$ cat config.mk
export PLATFORM = sky130hd
export DESIGN_NAME = banked_memory_ctrl_flat
export DESIGN_NICKNAME = d
export VERILOG_FILES = /design/src/rtl/banked_memory_ctrl_pkg.sv /design/src/rtl/banked_memory_ctrl_if.sv /design/src/rtl/banked_memory_ctrl_button_conditioner.sv /design/src/rtl/banked_memory_ctrl.sv /design/src/flat_wrapper.sv
export SDC_FILE = /design/constraint.sdc
export NUM_CORES = 1
export LEC_CHECK = 0
export BUFFER_PORTS_ARGS = -buffer_cell sky130_fd_sc_hd__buf_2
export CAP_MARGIN = 20
export CELL_PAD_IN_SITES_DETAIL_PLACEMENT = 0
export CELL_PAD_IN_SITES_GLOBAL_PLACEMENT = 1
export CORE_MARGIN = 2
export CORE_UTILIZATION = 46
export DETAILED_ROUTE_END_ITERATION = 10
export PLACE_DENSITY_LB_ADDON = 0.1
export SYNTH_ARGS = -nofsm -noshare
export SYNTH_HDL_FRONTEND = slang
export SYNTH_SLANG_ARGS = --single-unit
$ cat constraint.sdc
create_clock -name clk -period 2.05 [get_ports clk]
set_clock_uncertainty 0.2 [all_clocks]
set_input_delay 0.3075 -clock clk [delete_from_list [all_inputs] [get_ports clk]]
set_output_delay 0.3075 -clock clk [all_outputs]
set_load 0.005 [all_outputs]
$ cat src/rtl/banked_memory_ctrl_pkg.sv
// Shared types and constants for the banked switch/button memory controller.
// Holds the FSM encoding, default widths and a counter-width helper.
package banked_memory_ctrl_pkg;

  typedef enum logic {
    ST_IDLE  = 1'b0,
    ST_CLEAR = 1'b1
  } state_e;

  localparam int DEF_DATA_W       = 8;
  localparam int DEF_ADDR_W       = 2;
  localparam int DEF_DEBOUNCE_CYC = 4;

  // Bits needed to count 0..n-1, never less than one.
  function automatic int cnt_width(input int n);
    return (n < 2) ? 1 : $clog2(n);
  endfunction

endpackage

$ cat src/rtl/banked_memory_ctrl_if.sv
// Board-side bus of the memory controller: switch/button inputs and LED readout.
interface banked_memory_ctrl_if
  import banked_memory_ctrl_pkg::*;
#(
  parameter int DATA_W = DEF_DATA_W,
  parameter int ADDR_W = DEF_ADDR_W
);

  logic [DATA_W-1:0] data;
  logic              store;
  logic              clear;
  logic [ADDR_W-1:0] addr;
  logic [DATA_W-1:0] memory;
  logic              valid;
  logic              busy;
  logic              wr_ack;

  modport master (
    output data, store, clear, addr,
    input  memory, valid, busy, wr_ack
  );

  modport slave (
    input  data, store, clear, addr,
    output memory, valid, busy, wr_ack
  );

endinterface

$ cat src/rtl/banked_memory_ctrl_button_conditioner.sv
// Raw button -> two-flop synchroniser -> optional debouncer -> rising-edge pulse.
// DEBOUNCE_CYC = 0 passes the synchronised level straight through.
module button_conditioner
  import banked_memory_ctrl_pkg::*;
#(
  parameter int DEBOUNCE_CYC = DEF_DEBOUNCE_CYC
) (
  input  logic clk,
  input  logic reset,
  input  logic raw,
  output logic level,
  output logic rise
);

  logic sync1_q, sync1_d;
  logic sync2_q, sync2_d;
  logic prev_q, prev_d;

  always_comb begin
    sync1_d = raw;
    sync2_d = sync1_q;
    prev_d  = level;
  end

  always_ff @(posedge clk) begin
    if (reset) begin
      sync1_q <= 1'b0;
      sync2_q <= 1'b0;
      prev_q  <= 1'b0;
    end else begin
      sync1_q <= sync1_d;
      sync2_q <= sync2_d;
      prev_q  <= prev_d;
    end
  end

  generate
    if (DEBOUNCE_CYC == 0) begin : g_bypass
      assign level = sync2_q;
    end else begin : g_debounce
      localparam int CW = cnt_width(DEBOUNCE_CYC);
      localparam logic [CW-1:0] LAST = CW'(DEBOUNCE_CYC - 1);

      logic [CW-1:0] cnt_q, cnt_d;
      logic          deb_q, deb_d;

      // Count consecutive cycles of disagreement; any agreeing cycle restarts it.
      always_comb begin
        deb_d = deb_q;
        cnt_d = '0;
        if (sync2_q != deb_q) begin
          if (cnt_q == LAST) begin
            deb_d = sync2_q;
          end else begin
            cnt_d = cnt_q + 1'b1;
          end
        end
      end

      always_ff @(posedge clk) begin
        if (reset) begin
          cnt_q <= '0;
          deb_q <= 1'b0;
        end else begin
          cnt_q <= cnt_d;
          deb_q <= deb_d;
        end
      end

      assign level = deb_q;
    end
  endgenerate

  assign rise = level & ~prev_q;

endmodule

$ cat src/rtl/banked_memory_ctrl.sv
// DEPTH-word switch/button memory with per-word valid bits, a write acknowledge
// and a one-word-per-cycle clear-all sweep.
module banked_memory_ctrl
  import banked_memory_ctrl_pkg::*;
#(
  parameter int DATA_W       = DEF_DATA_W,
  parameter int ADDR_W       = DEF_ADDR_W,
  parameter int DEBOUNCE_CYC = DEF_DEBOUNCE_CYC
) (
  input logic                clk,
  input logic                reset,
  banked_memory_ctrl_if.slave bus
);

  localparam int DEPTH = 2 ** ADDR_W;
  localparam logic [ADDR_W-1:0] LAST_IDX = ADDR_W'(DEPTH - 1);

  state_e            state_q, state_d;
  logic [ADDR_W-1:0] idx_q, idx_d;
  logic [DATA_W-1:0] mem_q [DEPTH];
  logic [DATA_W-1:0] mem_d [DEPTH];
  logic [DEPTH-1:0]  valid_q, valid_d;
  logic              wr_ack_q, wr_ack_d;

  logic store_level, store_rise;
  logic clear_level, clear_rise;
  logic wr_en, sweep_en;
  logic unused_levels;

  button_conditioner #(.DEBOUNCE_CYC(DEBOUNCE_CYC)) u_store_cond (
    .clk   (clk),
    .reset (reset),
    .raw   (bus.store),
    .level (store_level),
    .rise  (store_rise)
  );

  button_conditioner #(.DEBOUNCE_CYC(0)) u_clear_cond (
    .clk   (clk),
    .reset (reset),
    .raw   (bus.clear),
    .level (clear_level),
    .rise  (clear_rise)
  );

  assign unused_levels = store_level ^ clear_level;

  always_ff @(posedge clk) begin
    if (reset) begin
      state_q  <= ST_IDLE;
      idx_q    <= '0;
      mem_q    <= '{default: '0};
      valid_q  <= '0;
      wr_ack_q <= 1'b0;
    end else begin
      state_q  <= state_d;
      idx_q    <= idx_d;
      mem_q    <= mem_d;
      valid_q  <= valid_d;
      wr_ack_q <= wr_ack_d;
    end
  end

  // A clear edge takes priority; a clear edge during the sweep is simply ignored.
  always_comb begin
    state_d = state_q;
    idx_d   = idx_q;
    case (state_q)
      ST_IDLE: begin
        if (clear_rise) begin
          state_d = ST_CLEAR;
          idx_d   = '0;
        end
      end
      ST_CLEAR: begin
        idx_d = idx_q + 1'b1;
        if (idx_q == LAST_IDX) begin
          state_d = ST_IDLE;
        end
      end
      default: state_d = ST_IDLE;
    endcase
  end

  always_comb begin
    wr_en    = (state_q == ST_IDLE) && store_rise && !clear_rise;
    sweep_en = (state_q == ST_CLEAR);
    wr_ack_d = wr_en;
  end

  always_comb begin
    mem_d   = mem_q;
    valid_d = valid_q;
    if (wr_en) begin
      mem_d[bus.addr]   = bus.data;
      valid_d[bus.addr] = 1'b1;
    end
    if (sweep_en) begin
      mem_d[idx_q]   = '0;
      valid_d[idx_q] = 1'b0;
    end
  end

  assign bus.memory = mem_q[bus.addr];
  assign bus.valid  = valid_q[bus.addr];
  assign bus.busy   = sweep_en;
  assign bus.wr_ack = wr_ack_q;

endmodule

$ cat src/flat_wrapper.sv
// flat-port wrapper written by rule: the top's interface ports become plain ports
module banked_memory_ctrl_flat import banked_memory_ctrl_pkg::*;
#(
  parameter int DATA_W       = DEF_DATA_W,
  parameter int ADDR_W       = DEF_ADDR_W,
  parameter int DEBOUNCE_CYC = DEF_DEBOUNCE_CYC
)
  (clk, reset, bus_data, bus_store, bus_clear, bus_addr, bus_memory, bus_valid, bus_busy, bus_wr_ack);
  banked_memory_ctrl_if #(.DATA_W(DATA_W), .ADDR_W(ADDR_W)) bus_i ();
  input logic clk;
  input logic reset;
  input wire logic [$bits(bus_i.data)-1:0] bus_data;
  input wire logic [$bits(bus_i.store)-1:0] bus_store;
  input wire logic [$bits(bus_i.clear)-1:0] bus_clear;
  input wire logic [$bits(bus_i.addr)-1:0] bus_addr;
  output wire logic [$bits(bus_i.memory)-1:0] bus_memory;
  output wire logic [$bits(bus_i.valid)-1:0] bus_valid;
  output wire logic [$bits(bus_i.busy)-1:0] bus_busy;
  output wire logic [$bits(bus_i.wr_ack)-1:0] bus_wr_ack;
  assign bus_i.data = bus_data;
  assign bus_i.store = bus_store;
  assign bus_i.clear = bus_clear;
  assign bus_i.addr = bus_addr;
  assign bus_memory = bus_i.memory;
  assign bus_valid = bus_i.valid;
  assign bus_busy = bus_i.busy;
  assign bus_wr_ack = bus_i.wr_ack;
  banked_memory_ctrl #(.DATA_W(DATA_W), .ADDR_W(ADDR_W), .DEBOUNCE_CYC(DEBOUNCE_CYC)) u_core (.clk(clk), .reset(reset), .bus(bus_i));
endmodule
==> reports/qor.txt, run 1 <==
placed instance area - 0.00244 mm²
number of placement rows - 25
highest fanout seen on the critical path - 11
final setup vio count - 0
total inserted antenna cells - 0
die width - 74.8 µm
IO Port Bufs - 24
Hold WC Path Type - primary input to register
Area Overhead vs Synth - 9.44%
number of pins with negative max-slew slack in the final report - 0
Iteration-0 DRC Markers - 94
CTS Root Cell - sky130_fd_sc_hd__clkbuf_8
number of placed I/O pins - 25
library cell occupying the most area in the post-synthesis netlist - sky130_fd_sc_hd__dfxtp_1
ratio of cells with drive above 1 in the final layout - 20.4%
Synthesis Warnings - 0
last weighted congestion value of the routability-driven placer - 0.756
met2 routed WL - 2230 µm
wire length of the first global-routing pass - 7580 µm
synthesized flop and latch total - 49
CP cell instances - buf_2 -> mux4_1 -> buf_2
total CTS buffers - 5
post-CTS sizing - 0
final core utilization - 52.8%
number of antenna violations at the first check in global routing - 0
worst min-delay path endpoint - u_core.u_store_cond.sync1_q
areal power density over the cells - 650 mW/mm²
commonest non-fill, non-tap cells in the layout - sky130_fd_sc_hd__nand2_1 (65), sky130_fd_sc_hd__dfxtp_1 (49), sky130_fd_sc_hd__mux2i_1 (33)
cell depth of the worst hold path - 2
via count of the first global-routing pass - 1,549
top post-synthesis cells by area - sky130_fd_sc_hd__dfxtp_1 (43%), sky130_fd_sc_hd__mux2i_1 (14%), sky130_fd_sc_hd__nand2_1 (11%)
RSZ-0062 raised after global routing - false
slowest cell on the critical path - sky130_fd_sc_hd__mux4_1
leading cell type in the layout, fill and taps excluded - sky130_fd_sc_hd__nand2_1
Core Box Area - 0.00479 mm²
clock slew at the register clock pins of the worst setup and hold paths - 90 ps
average cell area after synthesis - 10.8 µm²
Syn Std Cell Area - 0.00231 mm²
Most Frequent Cell on Critical Path - sky130_fd_sc_hd__buf_2
syn_nets - 233
start of the worst register-to-register path - u_core.idx_q[0]
post-layout net count - 258
die area - 0.00560 mm²
drt pass-1 iters - 4
antenna viol nets, final - 0
Hold Crit Start - bus_store
gate count after technology mapping - 214
Via Count - 1,553
y dimension of the die - 74.8 µm
max_slew headroom - 66.1%
starting density of the core - 48.2%
final worst hold slack - 27.9 ps
routed len/inst - 15.0 µm
post-route design area - 0.00252 mm²
number of buffers inserted to repair setup after CTS - 0
total global routing overflow - 0
data required time at the worst endpoint - 1540 ps
vias per std cell - 5.06
type of element capturing the critical path - output port
area fraction of the dominant cell type after synthesis - 42.5%
total number of H-tree levels - 2
DRC violations left - 0
cell leakage power - 0.993 nW
detailed-route wire length - 4620 µm
distinct cell type count of the synthesized netlist - 28
CP Launch Type - primary input
Bufs on Longest Clock Path - 2
CTS tree - yes
sum of negative setup slack - 0 ps
maximum capacitance violations - 0
gr usage total - 18.5%
reg-to-reg critical path endpoint - u_core.mem_q[14]
Worst Max-Slew Pin Slew - 507 ps
period utilization - 91.0%
met1 layer wirelength in the final routing - 2160 µm
CTS hold repair buffers - 0
peak supply drop - 341 µV
depth of the worst register-to-register path - 5
shortest period the worst path allows - 1870 ps
total met3 wirelength after detailed routing - 160 µm
Hold Violations, Final - 0
longest individual stage delay on the worst path - 610 ps
maximum clock rate - 536 MHz
share of the yosys chip area belonging to registers - 42.5%
arrival time at the worst endpoint - 1360 ps
clk_lat worst skew - 300 ps
clock sinks - 49
slack of the worst reg-to-reg path - 350 ps
largest net degree at the start of global routing - 19
kind of critical path - primary input to output port
highest routed metal layer - met4
run status - complete, no violations
post-DP HPWL - 3090 µm
how the worst max path moves through the flow:
stage,start,endpoint,slack (ps),cells past startpoint
3_3_place_gp,bus_addr[0],bus_memory[3],190,3
3_5_place_dp,bus_addr[0],bus_memory[5],170,3
2_1_floorplan,bus_addr[1],bus_memory[7],490,2
5_1_grt,u_core.idx_q[0],u_core.mem_q[29],150,5
4_1_cts,bus_addr[0],bus_memory[5],170,3
6_report,bus_addr[0],bus_memory[5],180,3
per-layer routing:
| metal | track usage [%] | vias to the layer above |
|---|---|---|
| li1 | - | 774 |
| met1 | 23.5 | 744 |
| met2 | 31.6 | 29 |
| met3 | 4.28 | 6 |
| met4 | 4.76 | 0 |
| met5 | 0 | - |
logic make-up after synthesis:
| kind of cell | synth area share [%] |
|---|---|
| adders and majority gates | 2.71 |
| and+or+nand+nor | 19.6 |
| DFF | 42.5 |
| xor gates and xnor gates | 0.380 |
| muxes | 24.6 |
| buffers and inverters | 5.80 |
| AOI/OAI and AO/OA | 4.45 |
power breakdown:
group / switching [W] / internal [W]
Clock: 0.000315 / 0.000242
Sequential: 0.00000331 / 0.000958
Combinational: 0.0000798 / 0.0000433
Total: 0.000398 / 0.00124
worst max-delay path, delay by kind of cell:
| kind | cells | cell delay [ps] |
|---|---|---|
| buf+inv | 2 | 440 |
| mux | 1 | 610 |
per-stage QoR:
stage                     setup slack (ps)  total power (W)  cells
after floorplan                        491          0.00108    214
after global placement                 187          0.00110    299
after detailed placement               173          0.00111    299
after CTS                              171          0.00166    307
after global routing                   145          0.00171    307
final                                  184          0.00164    307
cell usage after synthesis:
library cell,instances
sky130_fd_sc_hd__clkbuf_1,1
sky130_fd_sc_hd__mux4_1,9
sky130_fd_sc_hd__nor2_1,6
sky130_fd_sc_hd__nor4_4,2
sky130_fd_sc_hd__a21oi_4,3
sky130_fd_sc_hd__nand2b_1,1
sky130_fd_sc_hd__nand2_2,1
sky130_fd_sc_hd__a21oi_1,1
sky130_fd_sc_hd__and2b_2,1
sky130_fd_sc_hd__nand2_1,65
sky130_fd_sc_hd__and3_1,1
sky130_fd_sc_hd__inv_1,3
sky130_fd_sc_hd__ha_1,5
sky130_fd_sc_hd__nor4b_4,1
sky130_fd_sc_hd__o21a_1,4
sky130_fd_sc_hd__nand2b_2,1
sky130_fd_sc_hd__mux2i_1,33
sky130_fd_sc_hd__nor2b_1,8
sky130_fd_sc_hd__nor4b_2,1
sky130_fd_sc_hd__o21ba_2,1
sky130_fd_sc_hd__nor3_1,1
sky130_fd_sc_hd__buf_6,9
sky130_fd_sc_hd__a21oi_2,1
sky130_fd_sc_hd__buf_2,2
sky130_fd_sc_hd__buf_4,1
sky130_fd_sc_hd__xnor2_1,1
sky130_fd_sc_hd__dfxtp_1,49
sky130_fd_sc_hd__or3_1,2
sequential cells by signal, summed over array words and instances, names as in the netlist:
| name | cells |
|---|---|
| u_core.mem_q | 32 |
| u_core.valid_q | 4 |
| u_core.idx_q | 2 |
| u_core.u_store_cond.g_debounce.cnt_q | 2 |
| u_core.bus.busy | 1 |
| u_core.bus.wr_ack | 1 |
| u_core.u_clear_cond.level | 1 |
| u_core.u_clear_cond.prev_q | 1 |
| u_core.u_clear_cond.sync1_q | 1 |
| u_core.u_store_cond.level | 1 |
| u_core.u_store_cond.prev_q | 1 |
| u_core.u_store_cond.sync1_q | 1 |
| u_core.u_store_cond.sync2_q | 1 |
area by class of cell:
type,instances,area (µm²)
fill,430,2260
inverter,3,11.3
timing repair buffer,31,173
tap,67,83.8
multi-input combinational,149,1190
sequential,49,981
clock buffer,7,76.3
clock inverter,1,7.51
Power figures use the tool's default switching activity.
==> run 2: changes to the inputs <==
--- a/config.mk
+++ b/config.mk
@@ -7,12 +7,10 @@
 export LEC_CHECK = 0
 export BUFFER_PORTS_ARGS = -buffer_cell sky130_fd_sc_hd__buf_2
 export CAP_MARGIN = 20
-export CELL_PAD_IN_SITES_DETAIL_PLACEMENT = 0
-export CELL_PAD_IN_SITES_GLOBAL_PLACEMENT = 1
 export CORE_MARGIN = 2
-export CORE_UTILIZATION = 46
+export CORE_UTILIZATION = 50
 export DETAILED_ROUTE_END_ITERATION = 10
-export PLACE_DENSITY_LB_ADDON = 0.1
+export PLACE_DENSITY = 0.7
 export SYNTH_ARGS = -nofsm -noshare
 export SYNTH_HDL_FRONTEND = slang
 export SYNTH_SLANG_ARGS = --single-unit
==> reports/qor.txt, run 2 (synthesized netlist as in run 1, its figures left out) <==
largest net degree at the start of global routing - 18 (was 19)
type of element capturing the critical path - output port (unchanged)
antenna viol nets, final - 0 (unchanged)
starting density of the core - 52.3% (was 48.2%)
kind of cell adding the most delay to the critical path - multiplexers (unchanged)
Hold Crit Start - bus_store (unchanged)
highest fanout seen on the critical path - 11 (unchanged)
drt pass-1 iters - 4 (unchanged)
Buf/Inv on CP - 2 (unchanged)
filler cell count - 385 (was 430)
cell leakage power - 1.01 nW (was 0.993 nW)
post-CTS sizing - 0 (unchanged)
Bufs on Longest Clock Path - 2 (unchanged)
run status - complete, no violations (unchanged)
RSZ-0062 raised after global routing - false (unchanged)
CP Launch Type - primary input (unchanged)
DRC violations left - 0 (unchanged)
period utilization - 90.3% (was 91.0%)
total number of H-tree levels - 2 (unchanged)
Core Box Area - 0.00441 mm² (was 0.00479 mm²)
met1 Usage GRT - 24.3% (was 23.5%)
peak supply drop - 455 µV (was 341 µV)
last weighted congestion value of the routability-driven placer - 0.767 (was 0.756)
Area Overhead vs Synth - 10.0% (was 9.44%)
max_slew headroom - 67.2% (was 66.1%)
slowest cell on the critical path - sky130_fd_sc_hd__mux4_1 (unchanged)
wire length of the first global-routing pass - 6960 µm (was 7580 µm)
design internal power - 0.00140 W (was 0.00124 W)
number of placement rows - 24 (was 25)
vias per std cell - 5.12 (was 5.06)
CP cell instances - buf_2 -> mux4_1 -> buf_2 (unchanged)
areal power density over the cells - 705 mW/mm² (was 650 mW/mm²)
Critical path destination - bus_memory[5] (unchanged)
switching power as a share of total power - 21.9% (was 24.2%)
final setup vio count - 0 (unchanged)
number of pins with negative max-slew slack in the final report - 0 (unchanged)
met3 usage in global routing - 3.33% (was 4.28%)
Hold Violations, Final - 0 (unchanged)
depth of the worst register-to-register path - 5 (unchanged)
proportion of power drawn by the clock network - 39.6% (was 33.9%)
Most Frequent Cell on Critical Path - sky130_fd_sc_hd__buf_2 (unchanged)
slack of the worst reg-to-reg path - 370 ps (was 350 ps)
CTS Root Cell - sky130_fd_sc_hd__clkbuf_8 (unchanged)
CTS tree - yes (unchanged)
longest individual stage delay on the worst path - 620 ps (was 610 ps)
maximum capacitance violations - 0 (unchanged)
commonest non-fill, non-tap cells in the layout - sky130_fd_sc_hd__nand2_1 (65), sky130_fd_sc_hd__dfxtp_1 (49), sky130_fd_sc_hd__mux2i_1 (33) (unchanged)
Worst Max-Slew Pin Slew - 491 ps (was 507 ps)
gr usage total - 17.5% (was 18.5%)
routed len/inst - 14.0 µm (was 15.0 µm)
total inserted antenna cells - 0 (unchanged)
CTS hold repair buffers - 0 (unchanged)
post-layout net count - 258 (unchanged)
shortest period the worst path allows - 1850 ps (was 1870 ps)
total global routing overflow - 0 (unchanged)
number of placed I/O pins - 25 (unchanged)
max FFs per register - 32 (unchanged)
path length in cells of the critical path - 3 (unchanged)
detailed-route wire length - 4080 µm (was 4620 µm)
Iteration-0 DRC Markers - 49 (was 94)
maximum clock rate - 540 MHz (was 536 MHz)
ratio of cells with drive above 1 in the final layout - 20.8% (was 20.4%)
number of buffers inserted to repair setup after CTS - 0 (unchanged)
registers with the most flip-flops - u_core.mem_q x32, u_core.valid_q x4 (unchanged)
number of antenna violations at the first check in global routing - 0 (unchanged)
IO Port Bufs - 24 (unchanged)
arrival time at the worst endpoint - 1340 ps (was 1360 ps)
met2 Usage GRT - 27.7% (was 31.6%)
Hold WC Path Type - primary input to register (unchanged)
PnR worst setup slack - 199 ps (was 184 ps)
clock slew at the register clock pins of the worst setup and hold paths - 90 ps (about the same)
reg-to-reg critical path endpoint - u_core.mem_q[14] (unchanged)
kind of critical path - primary input to output port (unchanged)
Top Usage Layer GRT - met2 (unchanged)
Via Count - 1,496 (was 1,553)
clock sinks - 49 (unchanged)
largest reg by FF count - u_core.mem_q (unchanged)
clk_lat worst skew - 300 ps (about the same)
total CTS buffers - 5 (unchanged)
Seq pwr share - 53.7% (was 58.6%)
via count of the first global-routing pass - 1,431 (was 1,549)
die width - 71.9 µm (was 74.8 µm)
y dimension of the die - 71.9 µm (was 74.8 µm)
total net switching power - 0.000391 W (was 0.000398 W)
start of the worst register-to-register path - u_core.idx_q[0] (unchanged)
data required time at the worst endpoint - 1540 ps (about the same)
sum of negative setup slack - 0 ps (unchanged)
proportion of power drawn by combinational gates - 6.7% (was 7.5%)
die area - 0.00517 mm² (was 0.00560 mm²)
post-DP HPWL - 2750 µm (was 3090 µm)
beginning of the critical path - bus_addr[0] (unchanged)
leading cell type in the layout, fill and taps excluded - sky130_fd_sc_hd__nand2_1 (unchanged)
worst slack, placed - 196 ps (was 173 ps)
run 2: how the worst min path moves through the flow:
| stage | slack (ps) | cells past startpoint | end |
|---|---|---|---|
| 2_1_floorplan | 200 | 1 | u_core.u_store_cond.g_debounce.cnt_q[0] |
| 3_5_place_dp | 210 | 1 | u_core.u_store_cond.g_debounce.cnt_q[0] |
| 3_3_place_gp | 210 | 1 | u_core.u_store_cond.g_debounce.cnt_q[0] |
| 4_1_cts | 10 | 2 | u_core.u_store_cond.sync1_q |
| 6_report | 10 | 2 | u_core.u_store_cond.sync1_q |
| 5_1_grt | 10 | 2 | u_core.u_clear_cond.sync1_q |
run 2: per-stage QoR:
stage | hold WS, ps | cell area (µm²) | cells | util [%] | power, W
after floorplan | 197 | 2310 | 214 | - | 0.00108
after global placement | 208 | 2420 | 284 | 54.9 | 0.00110
after detailed placement | 211 | 2420 | 284 | 54.9 | 0.00110
after CTS | 10.7 | 2540 | 292 | 57.5 | 0.00181
after global routing | 10.5 | 2540 | 292 | 57.5 | 0.00186
final | 14.7 | 2540 | 292 | 57.5 | 0.00179
run 2: final cells by class:
class | count | area [µm²] | area share, %
repair buffers | 31 | 173 | 6.80
multi-input cells | 149 | 1190 | 47.0
clock inverters | 1 | 30.0 | 1.18
well taps | 52 | 65.1 | 2.56
clock buffers | 7 | 86.3 | 3.40
inverters | 3 | 11.3 | 0.444
flip-flops and latches | 49 | 981 | 38.6
run 2: power groups by stage:
stage | Clock (W) | Sequential, W | Combinational (W)
floorplan | 0 | 0.000985 | 0.0000913
global placement | 0 | 0.000984 | 0.000117
detailed placement | 0 | 0.000984 | 0.000119
global route | 0.000759 | 0.000963 | 0.000134
finish | 0.000710 | 0.000962 | 0.000119
CTS | 0.000724 | 0.000962 | 0.000120
run 2: metal layers:
metal	routed length, µm	vias to the layer above	part of all wire [%]
li1	-	772	-
met4	55	0	1.3
met3	121	6	3.0
met1	2030	696	50
met2	1870	22	46
met5	0	-	0
